[config.mk]
export PLATFORM = sky130hd
export DESIGN_NAME = sync_stream_fifo
export DESIGN_NICKNAME = d
export VERILOG_FILES = /design/src/rtl/sync_stream_fifo.sv
export SDC_FILE = /design/constraint.sdc
export NUM_CORES = 1
export LEC_CHECK = 0
export ABC_AREA = 1
export BUFFER_PORTS_ARGS = -buffer_cell sky130_fd_sc_hd__buf_2
export CELL_PAD_IN_SITES_DETAIL_PLACEMENT = 0
export CELL_PAD_IN_SITES_GLOBAL_PLACEMENT = 1
export CORE_UTILIZATION = 46
export CTS_CLUSTER_SIZE = 14
export DETAILED_ROUTE_END_ITERATION = 10
export PLACE_DENSITY = 0.85
export SYNTH_ARGS = -nofsm -noshare
export SYNTH_HDL_FRONTEND = slang
export SYNTH_SLANG_ARGS = --single-unit
[constraint.sdc]
create_clock -name clk -period 4.78 [get_ports clk]
set_input_delay 0.956 -clock clk [delete_from_list [all_inputs] [get_ports clk]]
set_output_delay 0.956 -clock clk [all_outputs]
set_load 0.05 [all_outputs]
[src/rtl/sync_stream_fifo.sv]
// Single-clock first-word-fall-through stream FIFO with valid/ready ports on both sides.
// Also reports fill level, almost-full/almost-empty flags and a high-water mark.
module sync_stream_fifo #(
  parameter  int BITWIDTH      = 8,
  parameter  int DEPTH         = 4,
  parameter  int AFULL_THRESH  = DEPTH - 1,
  parameter  int AEMPTY_THRESH = 1,
  localparam int AW            = $clog2(DEPTH),
  localparam int CW            = AW + 1
) (
  input  logic                clk,
  input  logic                rst,
  input  logic                flush,
  input  logic [BITWIDTH-1:0] wr_stream_data,
  input  logic                wr_stream_valid,
  output logic                wr_stream_ready,
  output logic [BITWIDTH-1:0] rd_stream_data,
  output logic                rd_stream_valid,
  input  logic                rd_stream_ready,
  output logic [CW-1:0]       count,
  output logic                almost_full,
  output logic                almost_empty,
  output logic [CW-1:0]       max_count
);

  generate
    if (BITWIDTH < 1) begin : g_bad_width
      $error("BITWIDTH must be >= 1");
    end
    if (DEPTH < 2 || (DEPTH & (DEPTH - 1)) != 0) begin : g_bad_depth
      $error("DEPTH must be a power of 2 and >= 2");
    end
  endgenerate

  localparam logic [CW-1:0] FULL_CNT = CW'(DEPTH);
  localparam logic [CW-1:0] AF_T     = CW'(AFULL_THRESH);
  localparam logic [CW-1:0] AE_T     = CW'(AEMPTY_THRESH);

  logic [BITWIDTH-1:0] r_mem [DEPTH];
  logic [AW-1:0]       r_wr_ptr;
  logic [AW-1:0]       r_rd_ptr;
  logic [CW-1:0]       r_count;
  logic [CW-1:0]       r_max_count;

  logic                w_full;
  logic                w_empty;
  logic                w_ready;
  logic                w_valid;
  logic                w_push;
  logic                w_pop;
  logic [CW-1:0]       w_count_nxt;

  // Handshake qualifiers decode from registered occupancy only, so the
  // read-side ready never feeds the write-side ready combinationally.
  assign w_full  = (r_count == FULL_CNT);
  assign w_empty = (r_count == '0);
  assign w_ready = ~w_full  & ~flush & ~rst;
  assign w_valid = ~w_empty & ~flush & ~rst;
  assign w_push  = wr_stream_valid & w_ready;
  assign w_pop   = rd_stream_ready & w_valid;

  always_comb begin
    w_count_nxt = r_count;
    if (w_push && !w_pop)
      w_count_nxt = r_count + CW'(1);
    else if (w_pop && !w_push)
      w_count_nxt = r_count - CW'(1);
  end

  always_ff @(posedge clk) begin
    if (rst) begin
      r_wr_ptr    <= '0;
      r_rd_ptr    <= '0;
      r_count     <= '0;
      r_max_count <= '0;
      for (int i = 0; i < DEPTH; i++)
        r_mem[i] <= '0;
    end else if (flush) begin
      // Storage is left as-is; only the bookkeeping is cleared.
      r_wr_ptr    <= '0;
      r_rd_ptr    <= '0;
      r_count     <= '0;
      r_max_count <= '0;
    end else begin
      if (w_push) begin
        r_mem[r_wr_ptr] <= wr_stream_data;
        r_wr_ptr        <= r_wr_ptr + AW'(1);
      end
      if (w_pop)
        r_rd_ptr <= r_rd_ptr + AW'(1);
      r_count     <= w_count_nxt;
      r_max_count <= (w_count_nxt > r_max_count) ? w_count_nxt : r_max_count;
    end
  end

  assign wr_stream_ready = w_ready;
  assign rd_stream_valid = w_valid;
  assign rd_stream_data  = w_empty ? '0 : r_mem[r_rd_ptr];
  assign count           = r_count;
  assign max_count       = r_max_count;
  assign almost_full     = (r_count >= AF_T);
  assign almost_empty    = (r_count <= AE_T);

endmodule

Word-level counts from Yosys, hierarchy flattened

Memory sizes are Yosys's and may differ from the RTL's. A register that Yosys moved wholly into a read port is not among the register bits.
Index checks and enable logic that the tools add are counted.

Bits in registers: 10
Bits in latches: 0
RAM bits: 32
Bits in read-only memories: 0
Input port bits: 13
Output and inout bits: 18
Logic and storage cells: 44
Memories: 1

$add $sub $neg: 4
Multipliers: 0
Div/mod/pow operators: 0
$lt $le $gt $ge: 3
Equality and inequality tests: 1
Shift-type cells: 0
Mux-type cells: 14
Bitwise logic cells: 10
Reduce and logical (&&, ||, !) cells: 7

Memories:

| name  | words | width | read ports | clocked after Yosys merged registers in | wr ports | RTL line | text |
|---|---|---|---|---|---|---|---|
| r_mem | 4     | 8     | 1          | 1                                       | 4        | 39       | `logic [BITWIDTH-1:0] r_mem [DEPTH];` |

Operator list:

| cell                | count |
|---|---|
| $mux 8              | 2 |
| $reduce_or 8->1     | 1 |
| $mux 1              | 7 |
| $and 1x1->1         | 6 |
| $mux 2              | 3 |
| $mux 3              | 2 |
| $add 2x1->2 const B | 2 |
| $not 1->1           | 4 |
| $add 3x1->3 const B | 1 |
| $eq 3x3->1 const B  | 1 |
| $ge 3x2->1 const B  | 1 |
| $gt 3x3->1          | 1 |
| $le 3x1->1 const B  | 1 |
| $logic_not 3->1     | 1 |
| $sub 3x1->3 const B | 1 |
| $logic_and 1x1->1   | 2 |
| $logic_not 1->1     | 2 |
| $reduce_or 2->1     | 1 |

Depth between registers and ports, before layout

Word-level depth: 11
Depth in mapped cells: 20
Mapped depth without buffers: 20

Worst setup path after synthesis

No wires, ideal clock.

Path kind: reg2out
From: reg r_count[0] (netlist: count[0])
To: out rd_stream_data[0]
Arrival: 2.116 ns
Required time: 3.824 ns
Slack: 1.708 ns
Cell stages (with the launch flop): 6
Buffers on the path: 0
Path through: dfxtp_1 > inv_1 > ha_1 > nand2_2 > inv_1 > a21oi_1

Longest elaborated chain between the ends: 2

Ends and longest elaborated chain:

| what                   | RTL line | text |
|---|---|---|
| from (decl)            | 42       | `logic [CW-1:0] r_count;` |
| from (signal assigned) | 91       | `r_count <= w_count_nxt;` |
| $logic_not 3->1        | 56       | `assign w_empty = (r_count == '0);` |
| $mux 8                 | 98       | `assign rd_stream_data = w_empty ? '0 : r_mem[r_rd_ptr];` |
| to (decl)              | 17       | `output logic [BITWIDTH-1:0] rd_stream_data,` |

Every way passes these cells.

==> results by group <==
Outcome
  – Outcome: finished clean

STA
  – RSZ-0062 raised after global routing: no
  – Number of hold violations in the final report: 0
  – Slew at the pin closest to its max-slew limit: 0.639 ns
  – Final setup TNS: 0 ns
  – Fin. max-slew vios: 0
  – Max-slew headroom: 57.3%
  – Max frequency: 351 MHz
  – Crit path time final: 2.85 ns
  – Fin Clk Skew: 0.00843 ns
  – Period utilisation layout: 59.6%
  – # setup viols final: 0

Clock tree
  – CTS Buf Count: 5
  – Root buffer cell: clkbuf_8
  – Worst-path clk slew: 0.07 ns
  – Postcts setup bufs: 0
  – H-tree depth: 2
  – Num Clock Sinks: 44
  – Deepest clock path buffer count: 2
  – TritonCTS clock tree: built
  – # resized after CTS: 0
  – Cts-stage hold buffer count: 0
  – Clk_lat worst skew: 0.29 ns

Synthesis
  – Synth warn: 0
  – Cells after Synth: 242
  – Most used DFF post-synth: edfxtp_1
  – Syn_nets: 263
  – Post-Syn Area per Cell: 9.03 um2
  – Register bit total from synthesis: 44
  – EDFF count, synth: 32
  – Asr flop ratio synth: 0%
  – Post-Syn Area: 0.00218 mm2
  – Post-synth cell types: 25
  – Seq/Total Area, Yosys: 55.0%

Global route
  – First-pass GRT wire length: 7.09 mm
  – Number of global-route vias before repair: 1,548
  – Gr ovfl total: 0
  – Largest net degree at the start of global routing: 18
  – Initial antenna violation count: 0
  – Total track usage: 18.8%

Worst setup path
  – Crit-path max FO: 17
  – CP peak stage delay: 0.73 ns
  – Crit path arrival time: 1.89 ns
  – CP Class: reg -> out
  – Worst path slowest cell: dfxtp_1
  – Top delay family on crit path: flip-flops
  – Crit path cell chain: inv_2, o21ai_0, a21oi_1, buf_2
  – Crit. End Element: primary output
  – CP startpoint kind: flop
  – Buf/Inv on CP: 2
  – Critical Path RT: 3.82 ns

Floorplanning
  – Initial Util: 49.2%
  – CORE AREA: 0.00444 mm2
  – Io pins: 31
  – Die width: 70.9 um
  – Number of cell rows: 24
  – Die H: 70.9 um
  – Die Area: 0.00503 mm2

Drt
  – Max Used Layer: met4
  – Vias: 1,630
  – Avg WL per Cell: 13.0 um
  – Metal-1 WL: 1.86 mm
  – WL met3: 192 um
  – Via/cell ratio: 4.98
  – Post-route ant nets: 0
  – DRT iter0 DRCs: 140
  – Met2 WL post-DR: 2.10 mm
  – Drt drc: 0
  – Pre-antenna DRT Iters: 6
  – Total wire length: 4.24 mm

Cells and area
  – Share of cells above drive strength 1: 22.2%
  – Post-Layout Cell Count: 327
  – Nets: 296
  – Diode count: 0
  – Fill cells: 423
  – Area growth from synthesis to layout: 12.7%

Placement
  – Final HPWL DP: 3.11 mm
  – GP Congestion: 0.752
  – Dpl cells: 320
  – PortBufs: 30

Run
  – Max Cap Viol: 0

Pwr
  – Peak VDD IR: 146 uV
  – Pleak: 1.12 nW
  – PwrDens: 316 mW/mm2

Worst hold path
  – Hold WC Path Type: reg -> reg
-- kinds of logic after synthesis --
logic type,share of synthesized area [%]
AOI/OAI and AO/OA,9.91
adders and majority gates,4.58
buffers and inverters,6.19
DFF,55.0
and+or+nand+nor,24.3
-- sequential cells by signal (all words and copies together) (netlist names), named ones only --
signal and cells:
r_mem 32, r_rd_ptr 2, r_wr_ptr 2, count 3
max_count 3
-- cells in the final DEF, fill, tap and decap left out --
master    netlist  layout
nand2_2        11      11
nor2_1         74      74
nand3_1         4       4
a21o_1          1       1
buf_4           0       1
o21ai_1         1       1
nor2_2          2       2
nand4_1         1       1
nand3_2         1       1
a21oi_2         1       1
a211oi_1        1       1
inv_2           3       3
nor2_8          1       1
o21ai_0        22      22
edfxtp_1       32      32
inv_1          27      27
dfxtp_1        12      12
ha_1            8       8
o21a_1          1       1
clkinv_2        0       1
a21oi_1        14      14
nor2_4          3       3
buf_2           3      30
nand2_1        15      15
and2_4          1       1
nand3_4         1       1
clkbuf_8        0       5
clkbuf_1        2       1
-- metal layers --
layer | vias to the layer above | global-route usage, %
li1 | 846 | -
met1 | 729 | 22.6
met2 | 45 | 32.4
met3 | 10 | 4.27
met4 | 0 | 8.22
met5 | - | 0
-- final cells by class --
cell class / instances / area (um2) / area share (%)
flip-flops and latches: 44 / 1200 / 48.8
multi-input cells: 163 / 848 / 34.5
repair buffers: 31 / 158 / 6.40
inverters: 30 / 113 / 4.57
clock buffers: 6 / 72.6 / 2.95
well taps: 52 / 65.1 / 2.64
clock inverters: 1 / 5.00 / 0.203
-- Yosys cell counts, types with 4 or more instances --
cell,instances,area share [%]
a21oi_1,14,3.2
dfxtp_1,12,11
edfxtp_1,32,44
ha_1,8,4.6
inv_1,27,4.6
nand2_1,15,2.6
nand2_2,11,3.2
nand3_1,4,0.92
nor2_1,74,13
o21ai_0,22,5.0
-- power breakdown --
part	switching (mW)	internal, mW	total [mW]
combinational	0.0931	0.0372	0.130
clock	0.114	0.0993	0.214
sequential	0.00755	0.427	0.435
-- worst reg2reg max path, stage by stage, from the launching register on --
cell and delay, ns:
dfxtp_1 0.41, inv_1 0.13, ha_1 0.24, nand2_1 0.14, nand3_4 0.22, nand4_1 0.17
nand2_1 0.06, nand2_1 0.12, inv_1 0.06, ha_1 0.30, a21o_1 0.18, o21ai_0 0.23
inv_1 0.15, o21ai_0 0.23, a21oi_2 0.04
-- path summary, 6_finish.rpt --
kind | start | end | slack (ns) | cells after the start
setup reg to reg | count[0] | max_count[2] | 1.99 | 14
setup / recovery | flop | rd_stream_data[7] | 1.93 | 4
hold / removal | r_rd_ptr[1] | r_rd_ptr[1] | 0.50 | 1
hold reg to reg | r_rd_ptr[1] | r_rd_ptr[1] | 0.50 | 1
-- stage by stage --
stage	total power [mW]	worst slack (ns)	utilization, %	hold WS (ns)	instance area, um2
2_1_floorplan	0.541	1.71	-	0.457	2180
3_3_place_gp	0.572	1.76	53.7	0.475	2380
3_5_place_dp	0.574	1.66	53.7	0.477	2380
4_1_cts	0.787	1.89	55.4	0.506	2460
5_1_grt	0.821	1.71	55.4	0.517	2460
6_report	0.779	1.93	55.4	0.504	2460
Power figures use the tool's default switching activity.
